`src/rtl/imem_loader_if.sv`:
```
// Byte-stream, instruction-memory write and status signals of the instruction-memory loader.
// The loader takes the slave side; whoever feeds the stream and watches the status takes master.
interface imem_loader_if #(
  parameter int ADDR_W  = 6,
  parameter int INSTR_W = 19
);
  logic               in_valid;
  logic [7:0]         in_data;
  logic               in_ready;
  logic               restart;
  logic               mem_we;
  logic [ADDR_W-1:0]  mem_addr;
  logic [INSTR_W-1:0] mem_wdata;
  logic               cpu_reset;
  logic               done;
  logic               error;
  logic [1:0]         err_code;

  modport master (
    output in_valid, in_data, restart,
    input  in_ready, mem_we, mem_addr, mem_wdata, cpu_reset, done, error, err_code
  );

  modport slave (
    input  in_valid, in_data, restart,
    output in_ready, mem_we, mem_addr, mem_wdata, cpu_reset, done, error, err_code
  );
endinterface

```
`src/rtl/imem_loader.sv`:
```
// Loads 19-bit instruction words from a checksummed byte stream into the processor's
// instruction memory, and holds the processor in reset until a load completes cleanly.
module imem_loader #(
  parameter int ADDR_W  = 6,
  parameter int INSTR_W = 19
) (
  input  logic        clk,
  input  logic        reset,
  imem_loader_if.slave bus
);

  localparam int DEPTH = 1 << ADDR_W;
  localparam int CNT_W = ADDR_W + 1;

  typedef enum logic [2:0] {S_IDLE, S_B0, S_B1, S_B2, S_CHK, S_DONE, S_ERR} state_t;

  state_t             state_q, state_d;
  logic [CNT_W-1:0]   cnt_q, cnt_d;
  logic [ADDR_W-1:0]  addr_q, addr_d;
  logic [INSTR_W-1:0] wdata_q, wdata_d;
  logic               we_q, we_d;
  logic [7:0]         csum_q, csum_d;
  logic [2:0]         hi_q, hi_d;
  logic [7:0]         mid_q, mid_d;
  logic               done_q, done_d;
  logic               error_q, error_d;
  logic [1:0]         code_q, code_d;
  logic               in_ready;
  logic               accept;

  assign in_ready = (state_q != S_DONE) && (state_q != S_ERR);
  assign accept   = bus.in_valid && in_ready;

  always_ff @(posedge clk or negedge reset) begin
    if (!reset) begin
      state_q <= S_IDLE;
      cnt_q   <= '0;
      addr_q  <= '0;
      wdata_q <= '0;
      we_q    <= 1'b0;
      csum_q  <= '0;
      hi_q    <= '0;
      mid_q   <= '0;
      done_q  <= 1'b0;
      error_q <= 1'b0;
      code_q  <= 2'b00;
    end else begin
      state_q <= state_d;
      cnt_q   <= cnt_d;
      addr_q  <= addr_d;
      wdata_q <= wdata_d;
      we_q    <= we_d;
      csum_q  <= csum_d;
      hi_q    <= hi_d;
      mid_q   <= mid_d;
      done_q  <= done_d;
      error_q <= error_d;
      code_q  <= code_d;
    end
  end

  always_comb begin
    state_d = state_q;
    cnt_d   = cnt_q;
    wdata_d = wdata_q;
    we_d    = 1'b0;
    csum_d  = csum_q;
    hi_d    = hi_q;
    mid_d   = mid_q;
    done_d  = done_q;
    error_d = error_q;
    code_d  = code_q;
    // The address advances the cycle after each write strobe; 6-bit wrap only follows a full load.
    addr_d  = we_q ? addr_q + ADDR_W'(1) : addr_q;

    case (state_q)
      S_IDLE: begin
        if (accept) begin
          csum_d = csum_q ^ bus.in_data;
          if (int'(bus.in_data) > DEPTH) begin
            state_d = S_ERR;
            error_d = 1'b1;
            code_d  = 2'b01;
          end else begin
            cnt_d   = (bus.in_data == 8'd0) ? CNT_W'(DEPTH) : CNT_W'(bus.in_data);
            state_d = S_B0;
          end
        end
      end
      S_B0: begin
        if (accept) begin
          if (bus.in_data[7:3] != 5'd0) begin
            state_d = S_ERR;
            error_d = 1'b1;
            code_d  = 2'b10;
          end else begin
            csum_d  = csum_q ^ bus.in_data;
            hi_d    = bus.in_data[2:0];
            state_d = S_B1;
          end
        end
      end
      S_B1: begin
        if (accept) begin
          csum_d  = csum_q ^ bus.in_data;
          mid_d   = bus.in_data;
          state_d = S_B2;
        end
      end
      S_B2: begin
        if (accept) begin
          csum_d  = csum_q ^ bus.in_data;
          wdata_d = INSTR_W'({hi_q, mid_q, bus.in_data});
          we_d    = 1'b1;
          cnt_d   = cnt_q - CNT_W'(1);
          state_d = (cnt_q == CNT_W'(1)) ? S_CHK : S_B0;
        end
      end
      S_CHK: begin
        if (accept) begin
          if (bus.in_data == csum_q) begin
            state_d = S_DONE;
            done_d  = 1'b1;
          end else begin
            state_d = S_ERR;
            error_d = 1'b1;
            code_d  = 2'b11;
          end
        end
      end
      S_DONE, S_ERR: begin
        if (bus.restart) begin
          state_d = S_IDLE;
          done_d  = 1'b0;
          error_d = 1'b0;
          code_d  = 2'b00;
          addr_d  = '0;
          csum_d  = '0;
          cnt_d   = '0;
        end
      end
      default: state_d = S_IDLE;
    endcase
  end

  assign bus.in_ready  = in_ready;
  assign bus.mem_we    = we_q;
  assign bus.mem_addr  = addr_q;
  assign bus.mem_wdata = wdata_q;
  assign bus.cpu_reset = (state_q != S_DONE);
  assign bus.done      = done_q;
  assign bus.error     = error_q;
  assign bus.err_code  = code_q;

endmodule

```
`src/flat_wrapper.sv`:
```
// flat-port wrapper written by rule: the top's interface ports become plain ports
module imem_loader_flat 
#(
  parameter int ADDR_W  = 6,
  parameter int INSTR_W = 19
)
  (clk, reset, bus_in_valid, bus_in_data, bus_restart, bus_in_ready, bus_mem_we, bus_mem_addr, bus_mem_wdata, bus_cpu_reset, bus_done, bus_error, bus_err_code);
  imem_loader_if #(.ADDR_W(ADDR_W), .INSTR_W(INSTR_W)) bus_i ();
  input  logic clk;
  input  logic reset;
  input wire logic [$bits(bus_i.in_valid)-1:0] bus_in_valid;
  input wire logic [$bits(bus_i.in_data)-1:0] bus_in_data;
  input wire logic [$bits(bus_i.restart)-1:0] bus_restart;
  output wire logic [$bits(bus_i.in_ready)-1:0] bus_in_ready;
  output wire logic [$bits(bus_i.mem_we)-1:0] bus_mem_we;
  output wire logic [$bits(bus_i.mem_addr)-1:0] bus_mem_addr;
  output wire logic [$bits(bus_i.mem_wdata)-1:0] bus_mem_wdata;
  output wire logic [$bits(bus_i.cpu_reset)-1:0] bus_cpu_reset;
  output wire logic [$bits(bus_i.done)-1:0] bus_done;
  output wire logic [$bits(bus_i.error)-1:0] bus_error;
  output wire logic [$bits(bus_i.err_code)-1:0] bus_err_code;
  assign bus_i.in_valid = bus_in_valid;
  assign bus_i.in_data = bus_in_data;
  assign bus_i.restart = bus_restart;
  assign bus_in_ready = bus_i.in_ready;
  assign bus_mem_we = bus_i.mem_we;
  assign bus_mem_addr = bus_i.mem_addr;
  assign bus_mem_wdata = bus_i.mem_wdata;
  assign bus_cpu_reset = bus_i.cpu_reset;
  assign bus_done = bus_i.done;
  assign bus_error = bus_i.error;
  assign bus_err_code = bus_i.err_code;
  imem_loader #(.ADDR_W(ADDR_W), .INSTR_W(INSTR_W)) u_core (.clk(clk), .reset(reset), .bus(bus_i));
endmodule
```
`config.mk`:
```
export PLATFORM = sky130hd
export DESIGN_NAME = imem_loader_flat
export DESIGN_NICKNAME = d
export VERILOG_FILES = /design/src/rtl/imem_loader_if.sv /design/src/rtl/imem_loader.sv /design/src/flat_wrapper.sv
export SDC_FILE = /design/constraint.sdc
export NUM_CORES = 1
export LEC_CHECK = 0
export ABC_AREA = 1
export ABC_CLOCK_PERIOD_IN_PS = 2800
export BUFFER_PORTS_ARGS = -buffer_cell sky130_fd_sc_hd__buf_2
export CORE_ASPECT_RATIO = 1.2
export CORE_MARGIN = 5
export CORE_UTILIZATION = 40
export CTS_CLUSTER_DIAMETER = 120
export DETAILED_ROUTE_END_ITERATION = 8
export PLACE_DENSITY = 0.65
export SLEW_MARGIN = 20
export SYNTH_ARGS = -nofsm -noshare
export SYNTH_HDL_FRONTEND = slang
export SYNTH_SLANG_ARGS = --single-unit
```
`constraint.sdc`:
```
create_clock -name clk -period 2.8 [get_ports clk]
set_input_delay 0.14 -clock clk [delete_from_list [all_inputs] [get_ports clk]]
set_output_delay 0.14 -clock clk [all_outputs]
set_load 0.01 [all_outputs]
```
== After elaboration in Yosys (flattened, before gate mapping) ==
Cells that the tools add are included.

* Flip-flop bits (word level): 59
* Input bits: 12
* Output and inout bits: 32

* Add/sub/neg operators: 2
* Order comparisons: 1
* Equality and inequality tests: 23
* Mux-type cells: 46
* Bitwise operators: 2
* Reductions and logical operators: 19

{| class="wikitable"
|+ Operators by type and width
! cell !! count
|-
| 7-bit two-way mux || 5
|-
| 8-bit two-way mux || 4
|-
| 3-bit two-way mux || 9
|-
| 8-bit case mux with 3 select lines || 1
|-
| 7-bit case mux with 3 select lines || 1
|-
| 6-bit two-way mux || 3
|-
| 2-bit by 1-bit inequality test with 1-bit output (second input constant) || 9
|-
| 3-bit case mux with 6 select lines || 1
|-
| 2-bit two-way mux || 8
|-
| 1-bit two-way mux || 11
|-
| 5-bit AND reduction || 2
|-
| 3-bit == test (second input constant) || 3
|-
| 8-bit == test || 1
|-
| 8-bit by 7-bit > comparator with 1-bit output (second input constant) || 1
|-
| 8-bit logical NOT || 1
|-
| 2-bit inequality test (second input constant) || 4
|-
| 2-bit case mux with 4 select lines || 1
|-
| 8-bit AND reduction || 1
|-
| 8-bit XOR || 1
|-
| 7-bit by 1-bit == test with 1-bit output (second input constant) || 1
|-
| 7-bit by 1-bit subtractor with 7-bit output (second input constant) || 1
|-
| 6-bit by 1-bit adder with 6-bit output (second input constant) || 1
|-
| 3-bit by 2-bit == test with 1-bit output (second input constant) || 2
|-
| 3-bit inequality test (second input constant) || 2
|-
| 16 further kinds || 19
|}

== Logic depth before layout (Yosys ltp) ==
* Depth after elaboration: 5
* Gate-level depth with buffers: 10
* Mapped depth without buffers: 10

== Worst setup path before layout ==
OpenSTA, ideal clock, no wires.

* Kind: register -> register
* From: reg u_core.state_q[1]
* To: reg u_core.csum_q[5]
* Arrival time: 1273 ps
* Data required time: 2682 ps
* Slack: 1409 ps
* Stages on the path, launching flop included: 8
* Path buffers: 1
* Period minus slack after synthesis: 1391 ps
* Cell sequence: dfrtp_1 nand2_2 nand3_4 nand2_2 nand4_4 buf_6 nand2_2 o21ai_2

* Word-level cells in the longest chain between the ends: 5
* Elaborated cells on any way between the ends: 19

{| class="wikitable"
|+ RTL lines
! element !! line !! text
|-
| start: declaration || imem_loader.sv:17 || <nowiki>state_t state_q, state_d;</nowiki>
|-
| start signal: assignment || imem_loader.sv:48 || <nowiki>state_q <= state_d;</nowiki>
|-
| 3-bit inequality test || imem_loader.sv:31 || <nowiki>assign in_ready = (state_q != S_DONE) && (state_q != S_ERR);</nowiki>
|-
| 1-bit logical AND || imem_loader.sv:31 ||
|-
| 1-bit logical AND || imem_loader.sv:32 || <nowiki>assign accept = bus.in_valid && in_ready;</nowiki>
|-
| 2-bit by 1-bit inequality test with 1-bit output (no source line) || -- ||
|-
| 5-bit AND reduction (no source line) || -- ||
|-
| end signal: assignment || imem_loader.sv:53 || <nowiki>csum_q <= csum_d;</nowiki>
|-
| end: declaration || imem_loader.sv:22 || <nowiki>logic [7:0] csum_q, csum_d;</nowiki>
|}

Parallel ways exist; a longest one is shown, timed or not.
A chain may end at the register's enable or synchronous reset.

== Final worst setup path ==
* From: reg u_core.state_q[2]
* To: reg u_core.code_q[0], in the netlist u_core.bus.err_code[0]

* Word-level cells in the longest chain between the ends: 5
* Elaborated cells on any way between the ends: 20

{| class="wikitable"
|+ RTL lines
! element !! line !! text
|-
| 3-bit inequality test || imem_loader.sv:31 ||
|-
| 1-bit logical AND || imem_loader.sv:31 ||
|-
| 1-bit logical AND || imem_loader.sv:32 ||
|-
| 2-bit by 1-bit inequality test with 1-bit output (no source line) || -- ||
|-
| 8-bit AND reduction (no source line) || -- ||
|-
| end signal: assignment || imem_loader.sv:58 || <nowiki>code_q <= code_d;</nowiki>
|-
| end: declaration || imem_loader.sv:27 || <nowiki>logic [1:0] code_q, code_d;</nowiki>
|}

Parallel ways exist; a longest one is shown, timed or not.

==> results.yml <==
setup_path:
  cp_cell_sequence: "inv_1, nand2_1, nand2_1, a21oi_1, nand2_1, nor2_1, nand3_1, nand2_1, nand2_1"
  end_kind: "register"
  worstSetupStartpointType: "register"
  cp_slowest_cell: "dfrtp_1"
  critPathMaxStageDelay_ps: 680
  reg2reg_slack_ps: 930
  reg2reg_depth: 9
  timing.rr.start: "u_core.state_q[2]"
  crit_top_cell: "nand2_1"
  cp.required_ps: 3020
  rr_endpoint: "u_core.bus.err_code[0]"
  path_class: "reg -> reg"
  arrival_ps: 2080
  crit_fanout: 9
global_routing:
  grt_pass1_vias: 2615
  grt_util_all_layers: 0.154
  grt-ovfl-total: 0
  antenna_found_initial: 0
  grt_pass1_wl_mm: 12.1
  grt_max_degree: 41
floorplan:
  die_area_sq_um: 9820
  die_h_um: 108
  start_util: 0.412
  io_pins: 44
  fp.coreArea_sq_um: 7710
  die_x_um: 91.3
  rows: 35
detailed_routing:
  drtAntennaViolNets: 0
  wl_per_cell_um: 13.2
  drt-total-wl_mm: 7.11
  route.detailed.drc: 0
  drt_first_iter_violations: 142
  dr.pass1.iters: 4
  viasPerCell: 4.88
  num_vias: 2622
clocking:
  cts.sinks: 59
  htreeDepth: 3
  cts_tree: "done"
  cts_root_buffer: "clkbuf_8"
  clk_latency_ps: 340
  post_cts.repair.setup_buffers: 0
  cts.clk_slew.worst_paths_ps: 70
  clk_path_buf_depth: 2
  cts_made_buffers: 9
pwr:
  seqPwrFrac: 0.340
  switching_power_uw: 1830
  power.total_uw: 4310
  power_frac_comb: 0.455
  max-vdd-ir-drop_mv: 0.491
  p_leak_uw: 0.00198
  p_sw_frac: 0.426
  p_clk_frac: 0.206
  p_per_area_nw_per_um2: 1170
  cellInternalPower_uw: 2470
synth:
  yosysMostFrequentCell: "nand2_1"
  synth_warnings: 0
  synthFlopType: "dfrtp_1"
  synth_edf_count: 0
  ys_ff_latch: 59
  synth_fp_nets: 406
  syn_avg_cell_area_sq_um: 8.11
  syn-cell-area_sq_um: 3170
  synth_cells: 391
  synth_area_leader_cell: "dfrtp_1"
  yosysSeqAreaShare: 0.465
  synth_area_leaders: "dfrtp_1 (47%), nand2_1 (17%), nand3_1 (4.4%)"
  synth_top_area_share: 0.465
  ys_async_sr_fraction: 1.00
  synth_common_cells: "nand2_1 (147), dfrtp_1 (59), inv_1 (36), nor2_1 (29), nand3_1 (28)"
  netlist-cell-type-count: 34
placed_design:
  dpl_cell_area_sq_um: 3450
  portBuffers: 43
  preCtsSetupSlack_ps: 1000
  hpwl_mm: 5.28
  place.gp.congestion: 0.886
sta:
  tightest_slew_ps: 537
  setup_viol: 0
  fin_skew_ps: 10.7
  fin_crit_ps: 1870
  slew_viol_final: 0
  timing.final.crit_share: 0.667
  finalSetupTns_ps: 0
  max_freq_mhz: 536
  hold_violations: 0
  slew_headroom: 0.642
  rsz0062_at_grt: "false"
  fin_ws_ps: 934
cells_and_area:
  nets: 455
  area_delta_synth_final_pct: 16.3
  final_util: 0.479
  n_antenna_cell: 0
  fillers: 777
  final_cell_area_sq_um: 3690
  drive_gt1_frac: 0.225
flow_run:
  max_cap_violations: 0
worst_hold_path:
  worst_hold_path.num_cells: 4
  worstHoldStart: "bus_in_data[0]"
  hold_path.class: "in -> reg"
  whs_endpoint: "u_core.csum_q[0]"
status:
  outcome: "finished clean"
## worst max path at each step
stage	from	slack (ps)	to	cells past startpoint
floorplan	u_core.state_q[1]	1410	u_core.csum_q[5]	7
global placement	u_core.state_q[2]	1020	u_core.bus.err_code[1]	9
detailed placement	u_core.state_q[2]	1000	u_core.bus.err_code[0]	9
CTS	u_core.state_q[2]	970	u_core.csum_q[7]	5
global route	u_core.state_q[2]	860	u_core.bus.err_code[0]	9
finish	u_core.state_q[2]	930	u_core.bus.err_code[0]	9
## worst max-delay path: cells and delay by family, from the launching register on
family / cells / cell delay [ps]
buffers and inverters: 1 / 220
DFF: 1 / 680
AOI/OAI and AO/OA: 1 / 180
and+or+nand+nor: 7 / 670
## through the flow
step                cells  hold slack (ps)
finish                537              146
CTS                   537              132
global route          537              150
detailed placement    520              126
global placement      520              133
floorplan             391             -156
## routing by layer
layer | wire length [um] | track usage | part of all wire
met1 | 3070 | 0.187 | 0.43
met2 | 3550 | 0.253 | 0.50
met3 | 323 | 0.0455 | 0.045
met4 | 165 | 0.0681 | 0.023
met5 | 0 | 0 | 0
## area by class of cell
| cell class | count | area [sq um] | share of cell area |
|---|---|---|---|
| Tap cell | 92 | 115 | 0.0312 |
| Sequential cell | 59 | 1480 | 0.400 |
| Timing Repair Buffer | 45 | 233 | 0.0631 |
| Multi-Input combinational cell | 284 | 1470 | 0.399 |
| Inverter | 41 | 164 | 0.0444 |
| Clock buffer | 12 | 155 | 0.0420 |
| Clock inverter | 4 | 72.6 | 0.0197 |
## timing repair
item / 4_1_cts / 5_1_grt
hold endpoints to repair: 19 / 0
hold buffers: 1 / 0
gates resized for setup: 0 / 0
## flip-flops by register name, indices dropped and copies added, names as in the netlist, 2 cells and up
name / count
u_core.bus.err_code: 2
u_core.csum_q: 8
u_core.mid_q: 8
u_core.cnt_q: 7
u_core.state_q: 3
u_core.bus.mem_wdata: 19
u_core.bus.mem_addr: 6
u_core.hi_q: 3
## power groups by stage
| stage | clock network (uW) | logic [uW] | registers (uW) |
|---|---|---|---|
| 2_1_floorplan | 0 | 1500 | 1480 |
| 3_3_place_gp | 0 | 1930 | 1460 |
| 3_5_place_dp | 0 | 1970 | 1480 |
| 4_1_cts | 902 | 1980 | 1460 |
| 5_1_grt | 954 | 2220 | 1510 |
| 6_report | 886 | 1960 | 1460 |
## placed cells by master, fill, tap and decap left out, types with 5 or more instances in the layout
cell	Yosys	final
o21ai_0	19	19
buf_2	1	43
clkbuf_8	0	11
dfrtp_1	59	59
nand3_1	28	28
inv_1	36	36
o21ai_2	16	16
nand2_2	5	5
nand2_1	147	147
nor2_1	29	29
## kinds of logic (layout without fill, tap and decap cells)
logic type / count (synthesis) / in the layout / share of synthesized area
AO/OA/AOI/OAI: 44 / 44 / 0.0943
XOR/XNOR: 7 / 7 / 0.0193
adder cells (fa/ha/maj): 3 / 3 / 0.0118
buffers and inverters: 48 / 102 / 0.0698
flip-flops: 59 / 59 / 0.465
AND/OR/NAND/NOR: 230 / 230 / 0.339
(Power assumes the default switching activity.)
